[src/rtl/layer_mac_array.sv]
// layer_mac_array: run-time configurable fully-connected layer engine.
//
// Computes y[i] = act(sat(sum_j W[i][j]*x[j] + b[i])) for i = 0..M-1 using
// P parallel MAC lanes. W and b arrive over a config stream, x over an input
// stream, and y leaves over an output stream. All three use valid/ready.
//
// Ports:
//   clk        in   clock, rising edge
//   reset      in   asynchronous active-low reset (release synchronised)
//   cfg_valid  in   config word valid
//   cfg_ready  out  config word accepted when cfg_valid && cfg_ready
//   cfg_data   in   W row-major (M*N words), then b (M words)
//   cfg_reload in   return to config load; honoured only before the first x word
//   s_valid    in   x word valid
//   s_ready    out  x word accepted when s_valid && s_ready
//   data_in    in   x[j], j ascending
//   m_valid    out  y word valid
//   m_ready    in   y word accepted when m_valid && m_ready
//   data_out   out  y[i], i ascending
//   ovf        out  current y saturated or wrapped
module layer_mac_array #(
   parameter int M       = 8,
   parameter int N       = 8,
   parameter int P       = 2,
   parameter int T       = 12,
   parameter int RELU_EN = 1,
   parameter int SAT_EN  = 1
) (
   input  logic         clk,
   input  logic         reset,
   input  logic         cfg_valid,
   output logic         cfg_ready,
   input  logic [T-1:0] cfg_data,
   input  logic         cfg_reload,
   input  logic         s_valid,
   output logic         s_ready,
   input  logic [T-1:0] data_in,
   output logic         m_valid,
   input  logic         m_ready,
   output logic [T-1:0] data_out,
   output logic         ovf
);

   localparam int KP = M / P;
   localparam int MI = (M > 1) ? $clog2(M) : 1;
   localparam int NI = (N > 1) ? $clog2(N) : 1;
   localparam int PI = (P > 1) ? $clog2(P) : 1;
   localparam int KI = (KP > 1) ? $clog2(KP) : 1;
   localparam int CI = $clog2(N + 2);
   localparam int PW = 2 * T;
   localparam int AW = 2 * T + $clog2(N) + 1;

   localparam logic [MI-1:0] ROW_LAST  = MI'(M - 1);
   localparam logic [NI-1:0] COL_LAST  = NI'(N - 1);
   localparam logic [PI-1:0] LANE_LAST = PI'(P - 1);
   localparam logic [KI-1:0] PASS_LAST = KI'(KP - 1);
   localparam logic [CI-1:0] CYC_NCOL  = CI'(N);
   localparam logic [CI-1:0] CYC_FIRST = CI'(2);
   localparam logic [CI-1:0] CYC_FIN   = CI'(N + 1);
   localparam logic signed [AW-1:0] SAT_MAX  = AW'((2 ** (T - 1)) - 1);
   localparam logic signed [AW-1:0] SAT_MIN  = AW'(-(2 ** (T - 1)));
   localparam logic signed [AW-1:0] ACC_ZERO = AW'(0);

   if ((M % P) != 0) begin : g_bad_lanes
      $error("layer_mac_array: M must be a multiple of P");
   end
   if ((P < 1) || (P > M)) begin : g_bad_p
      $error("layer_mac_array: P must lie in 1..M");
   end

   typedef enum logic [1:0] {
      LOAD_CFG = 2'd0,
      GET_X    = 2'd1,
      COMPUTE  = 2'd2,
      DRAIN    = 2'd3
   } state_e;

   // ---------------------------------------------------------------------
   // Declarations
   // ---------------------------------------------------------------------
   logic [1:0]  rst_sync_q;
   logic        rst_n_s;

   state_e      state_q;
   logic [MI-1:0] cfg_row_q;
   logic [NI-1:0] cfg_col_q;
   logic        cfg_bias_q;
   logic [NI-1:0] x_cnt_q;
   logic [KI-1:0] pass_q;
   logic [CI-1:0] cyc_q;

   logic signed [T-1:0] w_mem [M][N];
   logic signed [T-1:0] b_mem [M];
   logic signed [T-1:0] x_mem [N];

   logic signed [T-1:0]  x_rd_q;
   logic signed [T-1:0]  w_rd_q [P];
   logic signed [PW-1:0] prod_q [P];
   logic signed [AW-1:0] acc_q  [P];

   logic [T-1:0] buf_q     [P];
   logic         buf_ovf_q [P];
   logic [PI-1:0] out_idx_q;
   logic         m_valid_q;
   logic [T-1:0] data_out_q;
   logic         ovf_q;

   logic [MI-1:0] row_s [P];
   logic [NI-1:0] col_s;
   logic signed [AW-1:0] sum_s     [P];
   logic signed [AW-1:0] fin_raw_s [P];
   logic [T-1:0] fin_d     [P];
   logic         fin_ovf_d [P];

   logic cfg_fire_s;
   logic reload_s;
   logic s_fire_s;
   logic m_fire_s;
   logic out_last_s;
   logic run_s;
   logic fin_s;

   // Reset synchroniser: assertion reaches all state at once, release is clocked.
   always_ff @(posedge clk or negedge reset) begin
      if (!reset) begin
         rst_sync_q <= 2'b00;
      end else begin
         rst_sync_q <= {rst_sync_q[0], 1'b1};
      end
   end
   assign rst_n_s = rst_sync_q[1];

   // ---------------------------------------------------------------------
   // Handshakes and pass sequencing
   // ---------------------------------------------------------------------
   assign cfg_ready  = (state_q == LOAD_CFG);
   // A reload request at the start of a vector takes priority over data.
   assign reload_s   = (state_q == GET_X) && cfg_reload && (x_cnt_q == '0);
   assign s_ready    = (state_q == GET_X) && !(cfg_reload && (x_cnt_q == '0));
   assign cfg_fire_s = cfg_valid && cfg_ready;
   assign s_fire_s   = s_valid && s_ready;
   assign m_fire_s   = m_valid_q && m_ready;
   assign out_last_s = m_fire_s && (out_idx_q == LANE_LAST);
   // A pass may only begin once the previous pass's results have all left.
   assign run_s      = (state_q == COMPUTE) && !((cyc_q == '0) && m_valid_q);
   assign fin_s      = run_s && (cyc_q == CYC_FIN);

   // Main FSM: config load, x gather, compute passes, final drain.
   always_ff @(posedge clk or negedge rst_n_s) begin
      if (!rst_n_s) begin
         state_q    <= LOAD_CFG;
         cfg_row_q  <= '0;
         cfg_col_q  <= '0;
         cfg_bias_q <= 1'b0;
         x_cnt_q    <= '0;
         pass_q     <= '0;
         cyc_q      <= '0;
      end else begin
         case (state_q)
            LOAD_CFG: begin
               if (cfg_fire_s) begin
                  if (!cfg_bias_q) begin
                     if (cfg_col_q == COL_LAST) begin
                        cfg_col_q <= '0;
                        if (cfg_row_q == ROW_LAST) begin
                           cfg_row_q  <= '0;
                           cfg_bias_q <= 1'b1;
                        end else begin
                           cfg_row_q <= cfg_row_q + MI'(1);
                        end
                     end else begin
                        cfg_col_q <= cfg_col_q + NI'(1);
                     end
                  end else begin
                     if (cfg_row_q == ROW_LAST) begin
                        cfg_row_q  <= '0;
                        cfg_bias_q <= 1'b0;
                        state_q    <= GET_X;
                     end else begin
                        cfg_row_q <= cfg_row_q + MI'(1);
                     end
                  end
               end
            end
            GET_X: begin
               if (reload_s) begin
                  state_q <= LOAD_CFG;
               end else if (s_fire_s) begin
                  if (x_cnt_q == COL_LAST) begin
                     x_cnt_q <= '0;
                     pass_q  <= '0;
                     cyc_q   <= '0;
                     state_q <= COMPUTE;
                  end else begin
                     x_cnt_q <= x_cnt_q + NI'(1);
                  end
               end
            end
            COMPUTE: begin
               if (run_s) begin
                  if (cyc_q == CYC_FIN) begin
                     cyc_q <= '0;
                     if (pass_q == PASS_LAST) begin
                        pass_q  <= '0;
                        state_q <= DRAIN;
                     end else begin
                        pass_q <= pass_q + KI'(1);
                     end
                  end else begin
                     cyc_q <= cyc_q + CI'(1);
                  end
               end
            end
            DRAIN: begin
               if (out_last_s) begin
                  state_q <= GET_X;
               end
            end
            default: begin
               state_q <= LOAD_CFG;
            end
         endcase
      end
   end

   // Coefficient and input storage; written on accepted words, never reset.
   always_ff @(posedge clk) begin
      if (cfg_fire_s) begin
         if (cfg_bias_q) begin
            b_mem[cfg_row_q] <= cfg_data;
         end else begin
            w_mem[cfg_row_q][cfg_col_q] <= cfg_data;
         end
      end
      if (s_fire_s) begin
         x_mem[x_cnt_q] <= data_in;
      end
   end

   // ---------------------------------------------------------------------
   // Datapath: cycle c reads column c, product lands at c+2, finalise at N+1
   // ---------------------------------------------------------------------

   // Lane row/column selection and finalisation (bias, saturate/wrap, ReLU).
   always_comb begin
      if (cyc_q < CYC_NCOL) begin
         col_s = NI'(cyc_q);
      end else begin
         col_s = '0;
      end
      for (int l = 0; l < P; l++) begin
         row_s[l] = MI'(int'(pass_q) * P + l);
         // The first product of a pass starts a fresh sum.
         if (cyc_q == CYC_FIRST) begin
            sum_s[l] = ACC_ZERO + AW'(prod_q[l]);
         end else begin
            sum_s[l] = acc_q[l] + AW'(prod_q[l]);
         end
         fin_raw_s[l] = sum_s[l] + AW'(b_mem[row_s[l]]);
         // Out of T-bit range means clipped when saturating, and upper bits
         // that are not a sign extension when wrapping: the same condition.
         fin_ovf_d[l] = (fin_raw_s[l] > SAT_MAX) || (fin_raw_s[l] < SAT_MIN);
         if ((SAT_EN != 0) && (fin_raw_s[l] > SAT_MAX)) begin
            fin_d[l] = SAT_MAX[T-1:0];
         end else if ((SAT_EN != 0) && (fin_raw_s[l] < SAT_MIN)) begin
            fin_d[l] = SAT_MIN[T-1:0];
         end else begin
            fin_d[l] = fin_raw_s[l][T-1:0];
         end
         if ((RELU_EN != 0) && fin_d[l][T-1]) begin
            fin_d[l] = '0;
         end else begin
            fin_d[l] = fin_d[l];
         end
      end
   end

   // MAC pipeline: registered operand read, registered product, accumulate.
   always_ff @(posedge clk or negedge rst_n_s) begin
      if (!rst_n_s) begin
         x_rd_q <= '0;
         for (int l = 0; l < P; l++) begin
            w_rd_q[l] <= '0;
            prod_q[l] <= '0;
            acc_q[l]  <= '0;
         end
      end else if (run_s) begin
         x_rd_q <= x_mem[col_s];
         for (int l = 0; l < P; l++) begin
            w_rd_q[l] <= w_mem[row_s[l]][col_s];
            prod_q[l] <= PW'(w_rd_q[l]) * PW'(x_rd_q);
            if (cyc_q >= CYC_FIRST) begin
               acc_q[l] <= sum_s[l];
            end
         end
      end
   end

   // Output buffer and registered output port, held while stalled.
   always_ff @(posedge clk or negedge rst_n_s) begin
      if (!rst_n_s) begin
         m_valid_q  <= 1'b0;
         data_out_q <= '0;
         ovf_q      <= 1'b0;
         out_idx_q  <= '0;
         for (int l = 0; l < P; l++) begin
            buf_q[l]     <= '0;
            buf_ovf_q[l] <= 1'b0;
         end
      end else if (fin_s) begin
         // Lane 0 goes straight to the port so the first result is not delayed.
         m_valid_q  <= 1'b1;
         data_out_q <= fin_d[0];
         ovf_q      <= fin_ovf_d[0];
         out_idx_q  <= '0;
         for (int l = 0; l < P; l++) begin
            buf_q[l]     <= fin_d[l];
            buf_ovf_q[l] <= fin_ovf_d[l];
         end
      end else if (m_fire_s) begin
         if (out_idx_q == LANE_LAST) begin
            m_valid_q <= 1'b0;
            out_idx_q <= '0;
         end else begin
            out_idx_q  <= out_idx_q + PI'(1);
            data_out_q <= buf_q[out_idx_q + PI'(1)];
            ovf_q      <= buf_ovf_q[out_idx_q + PI'(1)];
         end
      end
   end

   assign m_valid  = m_valid_q;
   assign data_out = data_out_q;
   assign ovf      = ovf_q;

endmodule

[config.mk]
export PLATFORM = sky130hd
export DESIGN_NAME = layer_mac_array
export DESIGN_NICKNAME = d
export VERILOG_FILES = /design/src/rtl/layer_mac_array.sv
export SDC_FILE = /design/constraint.sdc
export NUM_CORES = 2
export LEC_CHECK = 0
export ABC_AREA = 1
export BUFFER_PORTS_ARGS = -buffer_cell sky130_fd_sc_hd__buf_2
export CORE_ASPECT_RATIO = 1.5
export CORE_MARGIN = 8
export CORE_UTILIZATION = 40
export DETAILED_ROUTE_END_ITERATION = 8
export REMOVE_ABC_BUFFERS = 1
export SYNTH_ARGS = -nofsm -noshare
export SYNTH_HDL_FRONTEND = slang
export SYNTH_SLANG_ARGS = --single-unit
[constraint.sdc]
create_clock -name clk -period 5.5 [get_ports clk]
set_input_delay 0.825 -clock clk [delete_from_list [all_inputs] [get_ports clk]]
set_output_delay 0.825 -clock clk [all_outputs]
set_load 0.02 [all_outputs]
==> flow_metrics.env <==
export IMPL_grtUsageMet2_pct=37.46
export IMPL_place_area_um2=66070
export IMPL_cts_root_buf="clkbuf_16"
export IMPL_clock_latency_ps=750
export IMPL_ys_seq_area_share_pct=53.71
export IMPL_numCtsBuffers=108
export IMPL_synthFlopType="edfxtp_1"
export IMPL_vias=44710
export IMPL_gp_congestion=0.9158
export IMPL_period_share_pct=96.88
export IMPL_grt_max_degree=201
export IMPL_cts_max_path_buffers=3
export IMPL_syn_area_per_cell_um2=10.10
export IMPL_min_period_ps=5328
export IMPL_initial_core_util_pct=40.30
export IMPL_grtUsageMet1_pct=22.67
export IMPL_final_cell_mix="nand2_1, edfxtp_1, nor2_1, o21ai_0, inv_1"
export IMPL_final_common_cell="nand2_1"
export IMPL_postLayoutCellArea_um2=70350
export IMPL_worstMarginPinSlew_ps=1300
export IMPL_r2r_cells=25
export IMPL_gr_total_overflow=0
export IMPL_cp_start_kind="flip-flop"
export IMPL_fill_cells=14530
export IMPL_drv_cap=0
export IMPL_worstSetupStartpoint="x_rd_q[1]"
export IMPL_ant_nets=0
export IMPL_grt_usage_pct=19.88
export IMPL_fin_util_pct=45.38
export IMPL_synth_cells=6185
export IMPL_holdPathStages=1
export IMPL_core_area_um2=155000
export IMPL_path_max_fanout=7
export IMPL_crit_end="prod_q[47]"
export IMPL_antenna_found_initial=11
export IMPL_hold_viol=0
export IMPL_yosys_warnings=0
export IMPL_synth_cell_types=54
export IMPL_viasPerCell=5.283
export IMPL_async_flop_share_pct=16.45
export IMPL_max_freq_ghz=0.1877
export IMPL_clk_pin_slew_ps=70
export IMPL_wire_per_inst_um=20.43
export IMPL_synth_seq_cells=1149
export IMPL_max_slew_margin_pct=12.99
export IMPL_reg2reg_slack_ps=170
export IMPL_fin_skew_ps=34.42
export IMPL_use_met3_pct=2.011
export IMPL_setup_viol=0
export IMPL_r2r_start="x_rd_q[1]"
export IMPL_first_iter_violations=3204
export IMPL_hp_class="in2reg"
export IMPL_netlist_area_um2=62480
export IMPL_fin_tns_setup_ps=0
export IMPL_crit_path_end_kind="flip-flop"
export IMPL_numPortBuffers=44
export IMPL_core_rowCount=177
export IMPL_htreeDepth=3
export IMPL_hpwl_um=117100
export IMPL_finalMaxSlewViolations=0
export IMPL_areaGrowthSynthToFinish_pct=12.59
export IMPL_io_pins=46
export IMPL_die_w_um=338.7
export IMPL_layout_area_seq_um2=33580
export IMPL_die_height_um=500.1
export IMPL_rr_endpoint="prod_q[47]"
export IMPL_first_global_vias=45130
export IMPL_drt_first_pass_iters=6
export IMPL_multi_input_comb_area_um2=25610
export IMPL_crit_required_ps=6090
export IMPL_nets=6838
export IMPL_rsz0062_at_grt="yes"
export IMPL_synth_edf_count=960
export IMPL_die_area_um2=169400
export IMPL_status="finished clean"
export IMPL_cts_tree="done"
export IMPL_busiest_layer="met2"
export IMPL_drcViolationCount=0
export IMPL_wirelength_um=172900
export IMPL_critical_path_class="reg2reg"
export IMPL_drive_above_1_share_pct=9.620
export IMPL_clock_sinks=1149
export IMPL_holdWs_ps=349.5
export IMPL_grt_pass1_wl_um=264800
export IMPL_arrival_ps=5920
[through the flow]
stage          setup WS [ps]  instances
2_1_floorplan         -11290       5872
3_3_place_gp          -114.0       8223
3_5_place_dp          -140.0       8223
4_1_cts                2.155       8425
5_1_grt               -140.0       8459
6_report               171.5       8463
[how the worst min path moves through the flow]
stage / end / slack, ps / startpoint
5_1_grt: x_mem[6][11] / 340 / data_in[11]
6_report: x_mem[0][11] / 350 / data_in[11]
2_1_floorplan: rst_sync_q[1] / 330 / rst_sync_q[0]
3_3_place_gp: rst_sync_q[1] / 340 / rst_sync_q[0]
3_5_place_dp: rst_sync_q[1] / 340 / rst_sync_q[0]
4_1_cts: x_mem[3][11] / 280 / data_in[11]
[final cells by class]
type,count,share of cell area [%]
sequential,1149,47.74
multi-input combinational,4089,36.40
clock buffer,144,4.105
timing repair buffer,320,3.721
tap,2058,3.660
inverter,634,3.404
clock inverter,57,0.9231
antenna,12,0.04269
[routing by layer]
| metal | share of wire [%] | vias to the layer above |
|---|---|---|
| li1 | - | 21200 |
| met1 | 38 | 22200 |
| met2 | 53 | 994 |
| met3 | 4.0 | 309 |
| met4 | 4.7 | 6 |
| met5 | 0.021 | - |
[worst max-delay path, stage by stage (launching register included)]
cell and delay [ps]:
dfrtp_2 510, buf_12 160, nand2_1 90, fa_1 550
inv_1 50, fa_2 510, inv_1 50, fa_1 480
fa_1 560, inv_1 50, fa_1 430, ha_1 230
a21oi_4 180, nor2_2 60, a211oi_2 220, o21ai_2 90
nand3_1 70, nand2_1 70, nand3_1 70, nand2_1 70
a21oi_2 150, o21ai_2 80, a21oi_1 150, o21bai_1 100
xor2_1 150, o21ai_1 70
[cell usage after synthesis, types with 3 or more instances]
master | instances | area (um2)
a21oi_1 | 146 | 730.7
buf_1 | 10 | 37.54
nand4_1 | 20 | 125.1
nand2_2 | 9 | 56.30
a21boi_0 | 3 | 22.52
o221ai_1 | 49 | 429.2
o211ai_1 | 29 | 217.7
dfrtp_1 | 189 | 4730
nand3b_1 | 16 | 120.1
nor3_1 | 53 | 265.3
and2_1 | 3 | 18.77
buf_2 | 9 | 45.04
a32oi_1 | 3 | 26.28
or2_2 | 23 | 143.9
xor2_1 | 65 | 569.3
ha_1 | 226 | 2828
inv_1 | 625 | 2346
a21o_1 | 7 | 52.55
xnor2_1 | 52 | 455.4
fa_1 | 280 | 5605
o21a_1 | 6 | 45.04
buf_6 | 4 | 45.04
nand3_2 | 4 | 40.04
o22ai_1 | 238 | 1489
edfxtp_1 | 960 | 28830
inv_2 | 7 | 26.28
or2_1 | 4 | 25.02
o21ai_0 | 707 | 3538
nand2_1 | 1105 | 4148
nor2_1 | 801 | 3007
nand3_1 | 175 | 875.8
a21oi_2 | 10 | 87.58
or2_0 | 4 | 25.02
nor2_2 | 3 | 18.77
o21bai_1 | 11 | 82.58
a31oi_1 | 19 | 118.9
clkbuf_1 | 288 | 1081
[what timing repair did]
action / CTS / global route
buffers inserted: 0 / 24
resized for setup: 10 / 124
gates cloned: 0 / 2
hold endpoints to repair: 2 / 0
hold buffers: 1 / 0
pin swaps: 0 / 38
endpoints found under the setup margin: 7 / 23
[state kept, by name (all words and copies together), names as in the netlist, 12 cells and up]
name / cells
w_mem: 768
b_mem: 96
w_rd_q: 24
prod_q: 48
buf_q: 14
x_rd_q: 12
x_mem: 96
acc_q: 56
[cell families (layout without fill, tap and decap cells)]
kind of cell,count (synthesis),in the layout,synth area share [%]
xor+xnor,117,117,1.640
fa+ha+maj,506,506,13.50
simple gates,2227,2227,14.30
buf+inv,947,1155,5.767
flops,1149,1149,53.71
other cells,2,14,0.01202
compound gates,1237,1237,11.07
Power is not shown: default switching activity piles up to over one toggle a cycle in this logic, so the estimate is an artifact.
